**src/rtl/ddr2_line_bridge.sv**
```systemverilog
// ddr2_line_bridge
// Bridges 128-bit line requests from the direct-mapped L1 data cache onto a
// MIG-style DDR2 user interface. Writebacks are posted into a one-entry write
// buffer. Reads return the whole line with a single-cycle ddr2_available pulse.
// A buffered writeback is always issued to DDR2 before a later line read.
//
// Ports:
//   clk, rstn            system clock, asynchronous active-low reset
//   ddr2_enable          cache request valid (level, held until serviced)
//   ddr2_read            1 = line read, 0 = line writeback
//   ddr2_addr            request byte address (low 4 bits ignored)
//   ddr2_wdata           writeback line data
//   ddr2_available       one-cycle pulse, read line valid on ddr2_data
//   ddr2_data            last read line (held until the next read completes)
//   app_*                MIG user-interface command / write / read channels
//   bridge_error         sticky read-timeout flag
//
// Optional feature: define DDR2_TIMEOUT_EN to add a read watchdog of
// TIMEOUT_CYCLES cycles. Without it bridge_error is tied 0 and a read waits
// for the MIG indefinitely.

module ddr2_line_bridge #(
    parameter int ADDR_W         = 27,
    parameter int LINE_W         = 128,
    parameter int TIMEOUT_CYCLES = 1024
) (
    input  logic                clk,
    input  logic                rstn,
    input  logic                ddr2_enable,
    input  logic                ddr2_read,
    input  logic [ADDR_W-1:0]   ddr2_addr,
    input  logic [LINE_W-1:0]   ddr2_wdata,
    output logic                ddr2_available,
    output logic [LINE_W-1:0]   ddr2_data,
    output logic [ADDR_W-1:0]   app_addr,
    output logic [2:0]          app_cmd,
    output logic                app_en,
    input  logic                app_rdy,
    output logic [LINE_W-1:0]   app_wdf_data,
    output logic                app_wdf_wren,
    output logic                app_wdf_end,
    output logic [LINE_W/8-1:0] app_wdf_mask,
    input  logic                app_wdf_rdy,
    input  logic [LINE_W-1:0]   app_rd_data,
    input  logic                app_rd_data_valid,
    output logic                bridge_error
);

    typedef enum logic [2:0] {
        IDLE,
        WR_ISSUE,
        RD_ISSUE,
        RD_WAIT,
        ACK
    } stateT;

    localparam logic [2:0] CMD_WRITE = 3'b000;
    localparam logic [2:0] CMD_READ  = 3'b001;

    stateT               r_state;
    stateT               w_nextState;
    logic                r_wbufValid;
    logic [ADDR_W-1:0]   r_wbufAddr;
    logic [LINE_W-1:0]   r_wbufData;
    logic                r_rdPending;
    logic [ADDR_W-1:0]   r_rdAddr;
    logic                r_cmdDone;
    logic                r_dataDone;
    logic                r_dataReg;
    logic [LINE_W-1:0]   r_ddr2Data;
    logic [ADDR_W-1:0]   w_alignedAddr;
    logic                w_wrCapture;
    logic                w_rdCapture;
    logic                w_wrDone;
    logic                w_timeout;
    logic                w_inRead;

    // Masking keeps every address bit in use while forcing line alignment.
    assign w_alignedAddr = ddr2_addr & ~ADDR_W'(15);

    // The state != ACK term stops the still-high ddr2_enable from re-capturing
    // the read that is being acknowledged this cycle.
    assign w_wrCapture = ddr2_enable && !ddr2_read && !r_wbufValid;
    assign w_rdCapture = ddr2_enable && ddr2_read && !r_rdPending && (r_state != ACK);
    assign w_inRead    = (r_state == RD_ISSUE) || (r_state == RD_WAIT);

    assign ddr2_available = (r_state == ACK);
    assign ddr2_data      = r_ddr2Data;
    assign app_wdf_end    = app_wdf_wren;
    assign app_wdf_mask   = '0;

`ifdef DDR2_TIMEOUT_EN
    localparam int CNT_W = $clog2(TIMEOUT_CYCLES + 1);

    logic [CNT_W-1:0] r_toCnt;
    logic             r_error;

    // >= rather than == so a late command accept cannot step past the limit.
    assign w_timeout    = w_inRead && (r_toCnt >= CNT_W'(TIMEOUT_CYCLES - 1));
    assign bridge_error = r_error;

    always_ff @(posedge clk or negedge rstn) begin
        if (!rstn) begin
            r_toCnt <= '0;
            r_error <= 1'b0;
        end else begin
            r_toCnt <= w_inRead ? r_toCnt + 1'b1 : '0;
            if (w_timeout && (w_nextState == ACK)) begin
                r_error <= 1'b1;
            end
        end
    end
`else
    assign w_timeout    = 1'b0;
    assign bridge_error = 1'b0;
`endif

    // Next-state and MIG-facing outputs. Address and data are only driven
    // while a command is in flight so the bus idles at zero.
    always_comb begin
        w_nextState  = r_state;
        app_en       = 1'b0;
        app_cmd      = CMD_WRITE;
        app_addr     = '0;
        app_wdf_wren = 1'b0;
        app_wdf_data = '0;
        w_wrDone     = 1'b0;
        r_dataReg    = 1'b0;
        case (r_state)
            IDLE: begin
                if (r_wbufValid) begin
                    w_nextState = WR_ISSUE;
                end else if (r_rdPending) begin
                    w_nextState = RD_ISSUE;
                end
            end
            WR_ISSUE: begin
                app_en       = !r_cmdDone;
                app_cmd      = CMD_WRITE;
                app_addr     = r_wbufAddr;
                app_wdf_wren = !r_dataDone;
                app_wdf_data = r_wbufData;
                if ((r_cmdDone || app_rdy) && (r_dataDone || app_wdf_rdy)) begin
                    w_wrDone    = 1'b1;
                    w_nextState = IDLE;
                end
            end
            RD_ISSUE: begin
                app_en   = 1'b1;
                app_cmd  = CMD_READ;
                app_addr = r_rdAddr;
                if (app_rdy) begin
                    w_nextState = RD_WAIT;
                end else if (w_timeout) begin
                    w_nextState = ACK;
                end
            end
            RD_WAIT: begin
                if (app_rd_data_valid) begin
                    r_dataReg   = 1'b1;
                    w_nextState = ACK;
                end else if (w_timeout) begin
                    w_nextState = ACK;
                end
            end
            ACK: begin
                w_nextState = IDLE;
            end
            default: begin
                w_nextState = IDLE;
            end
        endcase
    end

    // State register plus the write buffer, pending read and handshake flags.
    // Command and write-data handshakes finish independently; each flag
    // remembers that its half was accepted until both are done.
    always_ff @(posedge clk or negedge rstn) begin
        if (!rstn) begin
            r_state     <= IDLE;
            r_wbufValid <= 1'b0;
            r_wbufAddr  <= '0;
            r_wbufData  <= '0;
            r_rdPending <= 1'b0;
            r_rdAddr    <= '0;
            r_cmdDone   <= 1'b0;
            r_dataDone  <= 1'b0;
            r_ddr2Data  <= '0;
        end else begin
            r_state <= w_nextState;

            if (w_wrCapture) begin
                r_wbufValid <= 1'b1;
                r_wbufAddr  <= w_alignedAddr;
                r_wbufData  <= ddr2_wdata;
            end else if (w_wrDone) begin
                r_wbufValid <= 1'b0;
            end

            if (w_rdCapture) begin
                r_rdPending <= 1'b1;
                r_rdAddr    <= w_alignedAddr;
            end else if (r_state == ACK) begin
                r_rdPending <= 1'b0;
            end

            if ((r_state == WR_ISSUE) && !w_wrDone) begin
                r_cmdDone  <= r_cmdDone || app_rdy;
                r_dataDone <= r_dataDone || app_wdf_rdy;
            end else begin
                r_cmdDone  <= 1'b0;
                r_dataDone <= 1'b0;
            end

            // A timed-out read returns an all-zero line.
            if (r_dataReg) begin
                r_ddr2Data <= app_rd_data;
            end else if (w_timeout && (w_nextState == ACK)) begin
                r_ddr2Data <= '0;
            end
        end
    end

endmodule

```
**config.mk**
```make
export PLATFORM = sky130hd
export DESIGN_NAME = ddr2_line_bridge
export DESIGN_NICKNAME = d
export VERILOG_FILES = /design/src/rtl/ddr2_line_bridge.sv
export SDC_FILE = /design/constraint.sdc
export NUM_CORES = 1
export LEC_CHECK = 0
export ABC_CLOCK_PERIOD_IN_PS = 2300
export CELL_PAD_IN_SITES_DETAIL_PLACEMENT = 2
export CELL_PAD_IN_SITES_GLOBAL_PLACEMENT = 2
export CORE_AREA = 2 2 232 234
export CTS_CLUSTER_DIAMETER = 60
export DETAILED_ROUTE_END_ITERATION = 6
export DIE_AREA = 0 0 234 236
export HOLD_SLACK_MARGIN = 0.12
export PLACE_DENSITY_LB_ADDON = 0.1
export SLEW_MARGIN = 20
export SYNTH_ARGS = -nofsm -noshare
export SYNTH_HDL_FRONTEND = slang
export SYNTH_SLANG_ARGS = --single-unit
```
**constraint.sdc**
```tcl
create_clock -name clk -period 2.3 [get_ports clk]
set_clock_uncertainty 0.1 [all_clocks]
set_input_delay 0.69 -clock clk [delete_from_list [all_inputs] [get_ports clk]]
set_output_delay 0.69 -clock clk [all_outputs]
set_load 0.02 [all_outputs]
```
==> impl_metrics.toml <==
[die]
io_pins = 597
dieArea_um2 = 55220
rows = 85
die_w_um = 234
die_h_um = 236
start_util = 0.2495
core-area_um2 = 53070

[routing]
wl_per_cell_um = 22.38
viasPerCell = 4.258
drt_iter0_drc = 254
drc = 0
firstDrtPassIters = 4
antenna_left = 0
drt_wl_total_mm = 50.24
vias = 9560

[worst_setup_path]
worst-setup-path-type = "flop to output port"
r2r-end = "ddr2_data[11]"
endpoint_kind = "output port"
crit_slowest_cell = "dfrtp_2"
cp-endpoint = "app_wdf_data[71]"
path_cells = "nor3b_4, buf_6, buf_12, buf_12, buf_12, and2_4, buf_12"
r2r-start = "r_state[2]"
r2r_slack_ns = 0.20
crit_required_ns = 1.51
setup.worst_path.start = "r_state[2]"
cp-start-kind = "flop"
worstRegToRegCells = 6
arrival_ns = 2.05
cpMostUsedCell = "buf_12"
max_stage_delay_ns = 0.43
crit_fanout = 10

[global_route]
grt_pass1_vias = 11000
track_usage = 0.1785
grt_max_degree = 49
grt_pass1_wl_mm = 73.13
grt_overflow = 0
antenna_found_initial = 10

[clock_network]
clk_pin_slew_ns = 0.06
cts-root-buf = "clkbuf_16"
clock_sinks = 309
clk_latency_ns = 0.55
cts_tree = "yes"
htreeDepth = 2
numCtsBuffers = 42
clk_path_buf_depth = 3

[logic_synthesis]
synthTopCellsByArea = "dfrtp_1 (58%), mux2_2 (13%), mux2_4 (12%)"
async_reset_ff_frac = 1.000
syn_area_um2 = 13240
yosysTopAreaCellShare = 0.5840
syn_area_per_cell_um2 = 15.29
yosys_warnings = 0
ys_types = 27
synth_cells = 866
synth_ff_type = "dfrtp_1"
ys_ff_latch = 309
synth-edff-count = 0
synth_top_area_cell = "dfrtp_1"
yosysSeqAreaShare = 0.5840

[layout]
syn2layout_area_growth_pct = 70.92
fin_util = 0.4265
stdcell_count = 2245
fin_nets = 1808
layout-drive-gt1-share = 0.4240
postLayoutCellArea_um2 = 22630

[sta]
hold_viol_final = 0
period_share = 1.233
setup_slack_ns = -0.5358
slew_viol_final = 0
tns_ns = -66.05
layout_min_cycle_time_ns = 2.836
fmax_mhz = 352.6
finalSetupViolCount = 156
rsz0062_at_grt = "yes"

[pwr]
p_total_mw = 34.02
power.density_nw_per_um2 = 1503
p_leak_nw = 11.35
peakVddDrop_uv = 557.0

[place]
placed_area_um2 = 20180
gp_congestion = 0.7657
numPlacedInstances = 2145
dpl.hpwl_mm = 37.64
io_buffers = 569

[run_status]
violations = "setup timing"
status = "finished with violations"

[job]
cap_violations = 0

[min_path]
hp-class = "flop to flop"
layer usage:
metal  vias up  wire length, um  global-route usage
met5         -               93                   0
met4        16             1083             0.04066
met3        80             5205             0.08366
met2       351            25510              0.3045
met1      4872            18340              0.2012
li1       4241                -                   -
Yosys cell counts (2+ instances only):
| master | n |
|---|---|
| nor4_1 | 2 |
| nor2_1 | 7 |
| nand2b_1 | 2 |
| mux2_2 | 154 |
| dfrtp_1 | 309 |
| buf_4 | 24 |
| clkbuf_1 | 8 |
| o22ai_1 | 2 |
| mux2_4 | 109 |
| buf_2 | 30 |
| and2_1 | 128 |
| nand2_1 | 2 |
| mux2_1 | 39 |
| inv_1 | 2 |
| buf_6 | 13 |
| nor3b_2 | 2 |
| a22o_1 | 23 |
worst max-delay path, delay by kind of cell (launching register included):
kind,cells,cell delay [ns]
buffers and inverters,5,0.66
DFF,1,0.43
and+or+nand+nor,2,0.38
repair_timing:
item                                    4_1_cts  5_1_grt
hold buffers                                  1        0
hold endpoints to repair                     30        0
pin swaps                                     7       31
setup buffers                                 5       12
cloned                                        1        6
endpoints found under the setup margin      284      284
gates resized for setup                     573      394
how the worst min path moves through the flow:
stage	start	endpoint	slack, ns	cells after the start
detailed placement	r_rdAddr[20]	r_rdAddr[20]	0.38	1
global route	ddr2_data[16]	ddr2_data[16]	0.40	1
global placement	r_rdAddr[19]	r_rdAddr[19]	0.37	1
floorplan	rstn	ddr2_data[0]	0.29	0
CTS	r_rdAddr[20]	r_rdAddr[20]	0.39	1
finish	ddr2_data[6]	ddr2_data[6]	0.39	1
sequential cells by signal, indices dropped and copies added, names as in the netlist:
register	cells
ddr2_data	128
r_cmdDone	1
r_dataDone	1
r_rdAddr	23
r_rdPending	1
r_state	3
r_wbufAddr	23
r_wbufData	128
r_wbufValid	1
metrics by stage:
step	setup WS [ns]	hold WS (ns)
2_1_floorplan	0.09187	0.2944
3_3_place_gp	-0.3731	0.3686
3_5_place_dp	-0.3900	0.3786
4_1_cts	-0.5967	0.3911
5_1_grt	-0.6460	0.4045
6_report	-0.5358	0.3869
cell type report:
class	count	area, um^2
Clock inverter	12	193.9
Sequential cell	309	7734
Clock buffer	61	1254
Timing Repair Buffer	661	7271
Antenna cell	2	5.005
Tap cell	696	870.8
Fill cell	5221	30440
Inverter	2	7.507
Multi-Input combinational cell	502	5296
cell families after synthesis:
logic type | Yosys count | share of synthesized area
flops | 309 | 0.5840
mux | 303 | 0.2897
simple gates | 148 | 0.06974
buf+inv | 77 | 0.03884
compound gates | 28 | 0.01748
other cells | 1 | 0.0002832
power by group:
group          leakage (nW)  switching, mW  internal, mW
logic                  6.96           7.81          9.72
registers              3.68           1.49          8.20
clock network         0.708           2.48          4.32
cells in the final DEF, fill, tap and decap left out, types with 4 or more instances in the layout:
cell type,instances
a22o_1,23
and2_1,57
and2_4,71
buf_12,32
buf_4,99
buf_6,105
buf_8,6
bufinv_16,5
clkbuf_1,7
clkbuf_16,47
clkbuf_8,11
clkdlybuf4s50_1,284
clkinv_2,4
conb_1,23
dfrtp_1,308
dlymetal6s2s_1,128
mux2_1,39
mux2_2,154
mux2_4,109
nor2_1,6
No activity file was read; power rests on OpenSTA's default activity.
